--- src/rtl/mc_ctrl_pkg.sv ---
// Shared encodings for the multi-cycle MIPS control unit: opcodes, funcs,
// datapath select codes and the FSM state enumeration.
package mc_ctrl_pkg;

  localparam logic [5:0] OP_R   = 6'h00;
  localparam logic [5:0] OP_LW  = 6'h23;
  localparam logic [5:0] OP_SW  = 6'h2b;
  localparam logic [5:0] OP_LUI = 6'h0f;
  localparam logic [5:0] OP_ORI = 6'h0d;
  localparam logic [5:0] OP_BEQ = 6'h04;
  localparam logic [5:0] OP_JAL = 6'h03;

  localparam logic [5:0] FN_ADDU = 6'h21;
  localparam logic [5:0] FN_SUBU = 6'h23;
  localparam logic [5:0] FN_JR   = 6'h08;

  localparam logic [2:0] ALU_OR  = 3'b001;
  localparam logic [2:0] ALU_ADD = 3'b010;
  localparam logic [2:0] ALU_SUB = 3'b011;

  localparam logic [1:0] DST_RT = 2'b00;
  localparam logic [1:0] DST_RD = 2'b01;
  localparam logic [1:0] DST_RA = 2'b10;

  localparam logic [1:0] WB_ALU = 2'b00;
  localparam logic [1:0] WB_LUI = 2'b01;
  localparam logic [1:0] WB_MDR = 2'b10;
  localparam logic [1:0] WB_PC  = 2'b11;

  localparam logic [1:0] PC_SEQ = 2'b00;
  localparam logic [1:0] PC_BR  = 2'b01;
  localparam logic [1:0] PC_JMP = 2'b10;
  localparam logic [1:0] PC_REG = 2'b11;

  typedef enum logic [3:0] {
    S_FETCH, S_DECODE, S_EXEC_R, S_WB_R, S_EXEC_I, S_WB_I, S_LUI_WB,
    S_MEM_ADDR, S_MEM_RD, S_MEM_WB, S_MEM_WR, S_BRANCH, S_JAL, S_JR
  } state_t;

endpackage

--- src/rtl/mc_ctrl_dispatch.sv ---
// DECODE dispatch: maps the live op/func to the state that follows DECODE.
// Unsupported opcodes and R-type funcs fall back to FETCH as a nop.
module mc_ctrl_dispatch
  import mc_ctrl_pkg::*;
(
  input  logic [5:0] op,
  input  logic [5:0] func,
  output state_t     next_state
);

  always_comb begin
    next_state = S_FETCH;
    case (op)
      OP_R: begin
        case (func)
          FN_ADDU, FN_SUBU: next_state = S_EXEC_R;
          FN_JR:            next_state = S_JR;
          default:          next_state = S_FETCH;
        endcase
      end
      OP_LW, OP_SW: next_state = S_MEM_ADDR;
      OP_BEQ:       next_state = S_BRANCH;
      OP_ORI:       next_state = S_EXEC_I;
      OP_LUI:       next_state = S_LUI_WB;
      OP_JAL:       next_state = S_JAL;
      default:      next_state = S_FETCH;
    endcase
  end

endmodule

--- src/rtl/multicycle_ctrl.sv ---
// Multi-cycle MIPS control unit with memory-wait timeout (WAIT_LIMIT, 0 = none).
// Define MULTICYCLE_CTRL_PERF_EN to add the cycle_cnt/instr_cnt counters.
module multicycle_ctrl
  import mc_ctrl_pkg::*;
#(
  parameter int WAIT_LIMIT = 0
) (
  input  logic        clk,
  input  logic        reset,
  input  logic [5:0]  op,
  input  logic [5:0]  func,
  input  logic        zero,
  input  logic        mem_ready,
  output logic        mem_req,
  output logic        mem_sel,
  output logic        MemWrite,
  output logic        IRWrite,
  output logic        PCWrite,
  output logic [1:0]  PCSrc,
  output logic        RegWrite,
  output logic [1:0]  RegDst,
  output logic [1:0]  MemtoReg,
  output logic        ALUSrcB,
  output logic        ExtOp,
  output logic [2:0]  ALUCtrl,
  output logic        bus_err
`ifdef MULTICYCLE_CTRL_PERF_EN
  ,
  output logic [31:0] cycle_cnt,
  output logic [31:0] instr_cnt
`endif
);

  // state      | meaning
  // FETCH      | instruction read, IR/PC load on mem_ready
  // DECODE     | latch op/func, dispatch
  // EXEC_*/MEM_ADDR | ALU operation; WB_*/LUI_WB/MEM_WB | register write
  // MEM_RD/WR  | data access, waits for mem_ready
  // BRANCH/JAL/JR | PC update (JAL also links $31)

  localparam bit         TIMEOUT_EN = (WAIT_LIMIT > 0);
  localparam logic [7:0] LIMIT_M1   = 8'(WAIT_LIMIT - 1);

  state_t     state, next_state, dispatch_next;
  logic [5:0] op_q, func_q;
  logic [7:0] wait_cnt;
  logic       req_state, timeout;

  mc_ctrl_dispatch u_dispatch (
    .op         (op),
    .func       (func),
    .next_state (dispatch_next)
  );

  assign req_state = (state == S_FETCH) || (state == S_MEM_RD) || (state == S_MEM_WR);
  // Completion in the limit cycle wins over the timeout.
  assign timeout = TIMEOUT_EN && req_state && !mem_ready && (wait_cnt == LIMIT_M1);

  always_comb begin
    next_state = state;
    case (state)
      S_FETCH:    if (mem_ready) next_state = S_DECODE;
      S_DECODE:   next_state = dispatch_next;
      S_EXEC_R:   next_state = S_WB_R;
      S_EXEC_I:   next_state = S_WB_I;
      S_MEM_ADDR: next_state = (op_q == OP_SW) ? S_MEM_WR : S_MEM_RD;
      S_MEM_RD: begin
        if (mem_ready)    next_state = S_MEM_WB;
        else if (timeout) next_state = S_FETCH;
      end
      S_MEM_WR:   if (mem_ready || timeout) next_state = S_FETCH;
      default:    next_state = S_FETCH;
    endcase
  end

  always_ff @(posedge clk) begin
    if (reset) begin
      state    <= S_FETCH;
      op_q     <= '0;
      func_q   <= '0;
      wait_cnt <= '0;
    end else begin
      state <= next_state;
      if (state == S_DECODE) begin
        op_q   <= op;
        func_q <= func;
      end
      if (!req_state || mem_ready || timeout)
        wait_cnt <= '0;
      else if (wait_cnt != 8'hff)
        wait_cnt <= wait_cnt + 8'd1;
    end
  end

`ifdef MULTICYCLE_CTRL_PERF_EN
  always_ff @(posedge clk) begin
    if (reset) begin
      cycle_cnt <= '0;
      instr_cnt <= '0;
    end else begin
      cycle_cnt <= cycle_cnt + 32'd1;
      if (state != S_FETCH && next_state == S_FETCH && !timeout)
        instr_cnt <= instr_cnt + 32'd1;
    end
  end
`endif

  always_comb begin
    mem_req  = 1'b0;
    mem_sel  = 1'b0;
    MemWrite = 1'b0;
    IRWrite  = 1'b0;
    PCWrite  = 1'b0;
    PCSrc    = PC_SEQ;
    RegWrite = 1'b0;
    RegDst   = DST_RT;
    MemtoReg = WB_ALU;
    ALUSrcB  = 1'b0;
    ExtOp    = 1'b0;
    ALUCtrl  = 3'b000;
    bus_err  = 1'b0;
    if (!reset) begin
      bus_err = timeout;
      case (state)
        S_FETCH: begin
          mem_req = 1'b1;
          if (mem_ready) begin
            IRWrite = 1'b1;
            PCWrite = 1'b1;
            PCSrc   = PC_SEQ;
          end
        end
        S_EXEC_R: begin
          ALUSrcB = 1'b0;
          ALUCtrl = (func_q == FN_SUBU) ? ALU_SUB : ALU_ADD;
        end
        S_WB_R: begin
          RegWrite = 1'b1;
          RegDst   = DST_RD;
          MemtoReg = WB_ALU;
        end
        S_EXEC_I: begin
          ALUSrcB = 1'b1;
          ExtOp   = 1'b0;
          ALUCtrl = ALU_OR;
        end
        S_WB_I: begin
          RegWrite = 1'b1;
          RegDst   = DST_RT;
          MemtoReg = WB_ALU;
        end
        S_LUI_WB: begin
          RegWrite = 1'b1;
          RegDst   = DST_RT;
          MemtoReg = WB_LUI;
        end
        S_MEM_ADDR: begin
          ALUSrcB = 1'b1;
          ExtOp   = 1'b1;
          ALUCtrl = ALU_ADD;
        end
        S_MEM_RD: begin
          mem_req = 1'b1;
          mem_sel = 1'b1;
        end
        S_MEM_WB: begin
          RegWrite = 1'b1;
          RegDst   = DST_RT;
          MemtoReg = WB_MDR;
        end
        S_MEM_WR: begin
          mem_req  = 1'b1;
          mem_sel  = 1'b1;
          MemWrite = 1'b1;
        end
        S_BRANCH: begin
          ALUSrcB = 1'b0;
          ALUCtrl = ALU_SUB;
          if (zero) begin
            PCWrite = 1'b1;
            PCSrc   = PC_BR;
          end
        end
        S_JAL: begin
          RegWrite = 1'b1;
          RegDst   = DST_RA;
          MemtoReg = WB_PC;
          PCWrite  = 1'b1;
          PCSrc    = PC_JMP;
        end
        S_JR: begin
          PCWrite = 1'b1;
          PCSrc   = PC_REG;
        end
        default: ;
      endcase
    end
  end

endmodule

--- config.mk ---
export PLATFORM = sky130hd
export DESIGN_NAME = multicycle_ctrl
export DESIGN_NICKNAME = d
export VERILOG_FILES = /design/src/rtl/mc_ctrl_pkg.sv /design/src/rtl/mc_ctrl_dispatch.sv /design/src/rtl/multicycle_ctrl.sv
export SDC_FILE = /design/constraint.sdc
export NUM_CORES = 1
export LEC_CHECK = 0
export CORE_MARGIN = 2
export CORE_UTILIZATION = 56
export CTS_CLUSTER_SIZE = 14
export DETAILED_ROUTE_END_ITERATION = 12
export DONT_BUFFER_PORTS = 1
export MAX_ROUTING_LAYER = met4
export PLACE_DENSITY = 0.77
export SLEW_MARGIN = 10
export SYNTH_ARGS = -nofsm -noshare
export SYNTH_HDL_FRONTEND = slang
export SYNTH_SLANG_ARGS = --single-unit
--- constraint.sdc ---
create_clock -name clk -period 1.8 [get_ports clk]
set_input_delay 0.36 -clock clk [delete_from_list [all_inputs] [get_ports clk]]
set_output_delay 0.36 -clock clk [all_outputs]
set_load 0.02 [all_outputs]
# Word level (Yosys, flattened, before mapping)
# Index checks and enable logic that the tools add are counted.
# classes
n_eq_ne,27
mux,35
n_reduce_logical,10
# op_table
cell,n
"equality test 6 bit, second input constant",6
case mux 4 bit (7 select lines),1
"equality test 4 bit, second input constant",6
case mux 4 bit (6 select lines),1
two-way mux 1 bit,19
"equality test 6 x 4 -> 1 bit, second input constant",3
"equality test 4 x 3 -> 1 bit, second input constant",4
two-way mux 4 bit,3
case mux 2 bit (3 select lines),2
two-way mux 2 bit,5
OR reduction 2 bit,5
"equality test 4 x 2 -> 1 bit, second input constant",2
case mux 2 bit (4 select lines),1
case mux 4 bit (2 select lines),1
"equality test 6 x 2 -> 1 bit, second input constant",1
"equality test 6 x 3 -> 1 bit, second input constant",1
logical NOT 6 bit,1
"inequality test 2 bit, second input constant",3
OR reduction 5 bit,1
"equality test 4 x 1 -> 1 bit, second input constant",1
logical NOT 4 bit,1
case mux 2 bit (2 select lines),1
case mux 1 bit (3 select lines),1
AND reduction 3 bit,1
OR reduction 3 bit,1
# word_totals
ff_bits,16
inputBits,16
wordCells,75

# Logic depth before layout (Yosys ltp)
# logic_depth
word_depth,5
mapped_depth,6

# Modules after synthesis
# From an unflattened synthesis, not the netlist that was laid out.
# hier_totals
cells_unflattened,167
hier_area_um2,1216.2
# by_module_without_submodules
mod,n_inst,cells_each,area_per_inst_um2,seq_area_each_um2
multicycle_ctrl,1,140,1033.5,320.3
mc_ctrl_dispatch,1,27,182.7,0.0

# Least setup slack after synthesis
# OpenSTA, ideal clock, no wires.
# synth_timing
path_kind,register -> output
startpoint,reg state[3]
endpoint,out PCWrite
arrival_ns,1.517
slack_ns,-0.077
stages_incl_launch_ff,5
path_buffers,2
cell_sequence,dfxtp_1 > clkbuf_1 > clkbuf_1 > a31oi_1 > o31ai_1
# synth_via
elab_chain_len,4
word_cells_on_any_way,7
classes_between,3 x eq/ne; 2 x mux; 2 x reduce/logical
# synth_lines
element,line,source
start: declaration,multicycle_ctrl.sv:44,"state_t state, next_state, dispatch_next;"
start signal: assignment,multicycle_ctrl.sv:83,state <= next_state;
equality test 4 bit,multicycle_ctrl.sv:124,case (state)
OR reduction 2 bit (no line),-,
case mux 1 bit (3 select lines) (*),multicycle_ctrl.sv:124,
two-way mux 1 bit (*),multicycle_ctrl.sv:122,if (!reset) begin
end: declaration,multicycle_ctrl.sv:18,"output logic PCWrite,"
# Every way passes the cells marked *; elsewhere a longest branch is shown, timed or not.

# Worst setup path after layout
# layout_timing
startpoint,reg state[1]
endpoint,out ALUCtrl[0]
# layout_via
elab_chain_len,3
word_cells_on_any_way,6
classes_between,4 x eq/ne; 2 x mux
# layout_lines
element,line,source
equality test 4 bit (tied with other cells),multicycle_ctrl.sv:124,
case mux 2 bit (4 select lines) (*),multicycle_ctrl.sv:124,
two-way mux 2 bit (*),multicycle_ctrl.sv:122,
end: declaration,multicycle_ctrl.sv:25,"output logic [2:0] ALUCtrl,"
# Marks and branches as above.

==> metrics.cfg <==
[synthesis]
synth-edff-count=0
synthesis.area_um2=1150
synth-simple-area-share_pct=38.0
async_reset_ff_share_pct=0
postSynthRegisterBits=16
synth_top_family_by_area=simple AND/OR/NAND/NOR gates
yosysSeqAreaShare_pct=27.7
synth_cell_type_count=42
compound_gate_portion_of_the_synthesized_area_pct=24.7
syn-mean-instance-area_um2=6.87
post_synth_mux_area_share_pct=0.867
synth-adder-area-share_pct=0
yosys_warnings=0
yosys.area_share.xor_xnor_pct=1.52
netlist_instances=168
synth_ff_type=dfxtp_1

[timing]
max_clock_freq_mhz=524
post_route_clock_period_utilization_pct=106
finalWorstPathRequiredPeriod_ps=1910
setup_slack_of_the_critical_path_after_layout_ps=-108
max_slew_violation_count=0
hold-worst-slack_ps=126
finClkSkew_ps=1.04
hold_viol_final=0
grt_setup_unrepaired=yes
setup_violations=3

[power]
cellPowerDensity_nw_per_um2=532
max_vdd_drop_mv=0.452
power.combinational.fraction_pct=21.5
switchingPower_uw=225
internal_portion_of_total_power_uw=574
switching_share_pct=28.2
part_of_the_total_power_dissipated_in_the_clock_network_pct=29.9
total_power_consumption_of_the_routed_design_uw=799
leakage_uw=0.000580
p_seq_share_pct=48.6

[floorplanning]
initial_core_util_pct=58.9
pin_count=34
fp.dieH_um=49.4
core_area_um2=1960
dieWidth_um=49.4
core.rowCount=16
die-area_um2=2440

[route]
drt.antenna.violating_nets=0
wl_per_cell_um=14.7
viasPerCell=5.97
drtIter0Drc=47
via_count=1302
routed_wirelength_um=3200
post-route-drc-count=0
detail_route.first_pass.iterations=6

[cts]
tritoncts.num_buffers=3
cts.reportedPaths.clkPinSlew_ps=90
cts.htree.levels=1
clock-root-buffer=clkbuf_4
cts_tree=done
cts_sink_cnt=16
clock_insertion_delay_worst_skew_ps=280
cts-root-to-sink-buffers=2
cts_hold_buf=0

[finish]
insertedDiodeCount=0
nFillCells=146
mostFrequentLayoutCells=nand2_1 (33), buf_4 (28), a21oi_1 (20), nor2_1 (15), dfxtp_1 (10)
flow.area_growth_from_synthesis_pct=29.9
mostFrequentLayoutCell=nand2_1
post_route_cells_drive_above_1_share_pct=34.0
final_core_utilization_pct=76.5
num-nets-final=208

[worst_setup_path]
criticalPathCategory=flop to primary output
worstPathMaxFanout=9
critPathRequiredTime_ps=1440
critPathLaunchType=flop
reg2reg_setup_slack_ps=160
timing.critical_path.arrival_ps=1550
endpoint_kind=primary output
ordered_list_of_cells_on_the_worst_path=nor2b_1, a41oi_2, nor3_2, a31oi_1, nor2_1, buf_4
cpMaxStageDelayCell=dfxtp_4
timing.critical_path.slowest_cell_delay_ps=420

[outcome]
failed_checks=setup timing
outcome=finished, violations left

[placement]
gp_congestion=0.952
dp_hpwl_um=2170
count_of_port_buffers_added_during_placement=0

[global_routing]
antenna_found_initial=0
maximum_number_of_pins_on_one_net_before_global_route_repair=29
wire_length_of_the_first_global_routing_pass_um=5110
grt_pass1_vias=1243
grt_util_all_layers_pct=26.7
grt_overflow=0

[job]
maxCapViolCount=0

[hold_path]
hold_path.class=input port to flop

per-layer routing:
layer  track usage [%]  up-vias  share of wire (%)
met1              29.1      611                 42
li1                  -      631                  -
met5                 -        -                  0
met3              3.37        2                5.8
met4              7.87        0               0.44
met2              50.2       58                 52
cell families (layout without fill, tap and decap cells):
logic type / after synthesis / count (layout)
and+or+nand+nor: 88 / 88
muxes: 1 / 1
buffers and inverters: 17 / 39
other: 1 / 2
DFF: 16 / 16
AOI/OAI and AO/OA: 43 / 43
xor gates and xnor gates: 2 / 2
power by group through the flow:
| stage | logic, uW | clock network [uW] | registers, uW |
|---|---|---|---|
| floorplan | 124 | 0 | 391 |
| global placement | 138 | 0 | 395 |
| detailed placement | 142 | 0 | 397 |
| CTS | 155 | 235 | 385 |
| global route | 189 | 257 | 390 |
| finish | 172 | 239 | 388 |
worst max-delay path: cells and delay by family, from the launching register on:
kind | cells | cell delay (ps)
flip-flops | 1 | 420
AO/OA/AOI/OAI | 2 | 200
buffers and inverters | 1 | 150
AND/OR/NAND/NOR | 3 | 500
final timing paths:
check	start	to	cells past startpoint
max reg2reg	state[2]	state[0]	7
min reg2reg	op_q[5]	op_q[5]	2
max	state[1]	ALUCtrl[0]	6
min	reset	state[1]	1
flip-flops by register name (all words and copies together), names as in the netlist:
| name | cells |
|---|---|
| func_q | 6 |
| op_q | 6 |
| state | 4 |
synth_stat cells (3+ instances only):
cell type	count	area, um2
a21oi_1	20	100
clkbuf_1	10	37.5
dfxtp_1	16	320
inv_1	4	15.0
nand2_1	34	128
nor2_1	18	67.6
nor2b_1	8	50.1
nor3_1	4	20.0
nor4_1	3	18.8
o21ai_0	4	20.0
o21ai_1	3	15.0
through the flow:
stage	instance area [um2]	cells	worst slack (ps)	TNS, ps
6_report	1500	218	-108	-222
5_1_grt	1500	218	-198	-484
4_1_cts	1420	216	-57.6	-137
3_5_place_dp	1330	209	117	0
3_3_place_gp	1330	209	137	0
2_1_floorplan	1170	169	25.9	0
final cells by class:
class	count	area [um2]	area share (%)
Clock buffer	4	36.3	2.42
Inverter	4	15.0	1.00
Tap cell	27	33.8	2.25
Sequential cell	16	335	22.4
Timing Repair Buffer	31	231	15.4
Multi-Input combinational cell	136	848	56.5
repair_timing:
| item | CTS | global route |
|---|---|---|
| resized for setup | 12 | 19 |
| gates cloned | 0 | 0 |
| pin swaps | 3 | 4 |
| endpoints found under the setup margin | 10 | 13 |
| setup buffers | 3 | 2 |
No activity file was read; power rests on OpenSTA's default activity.
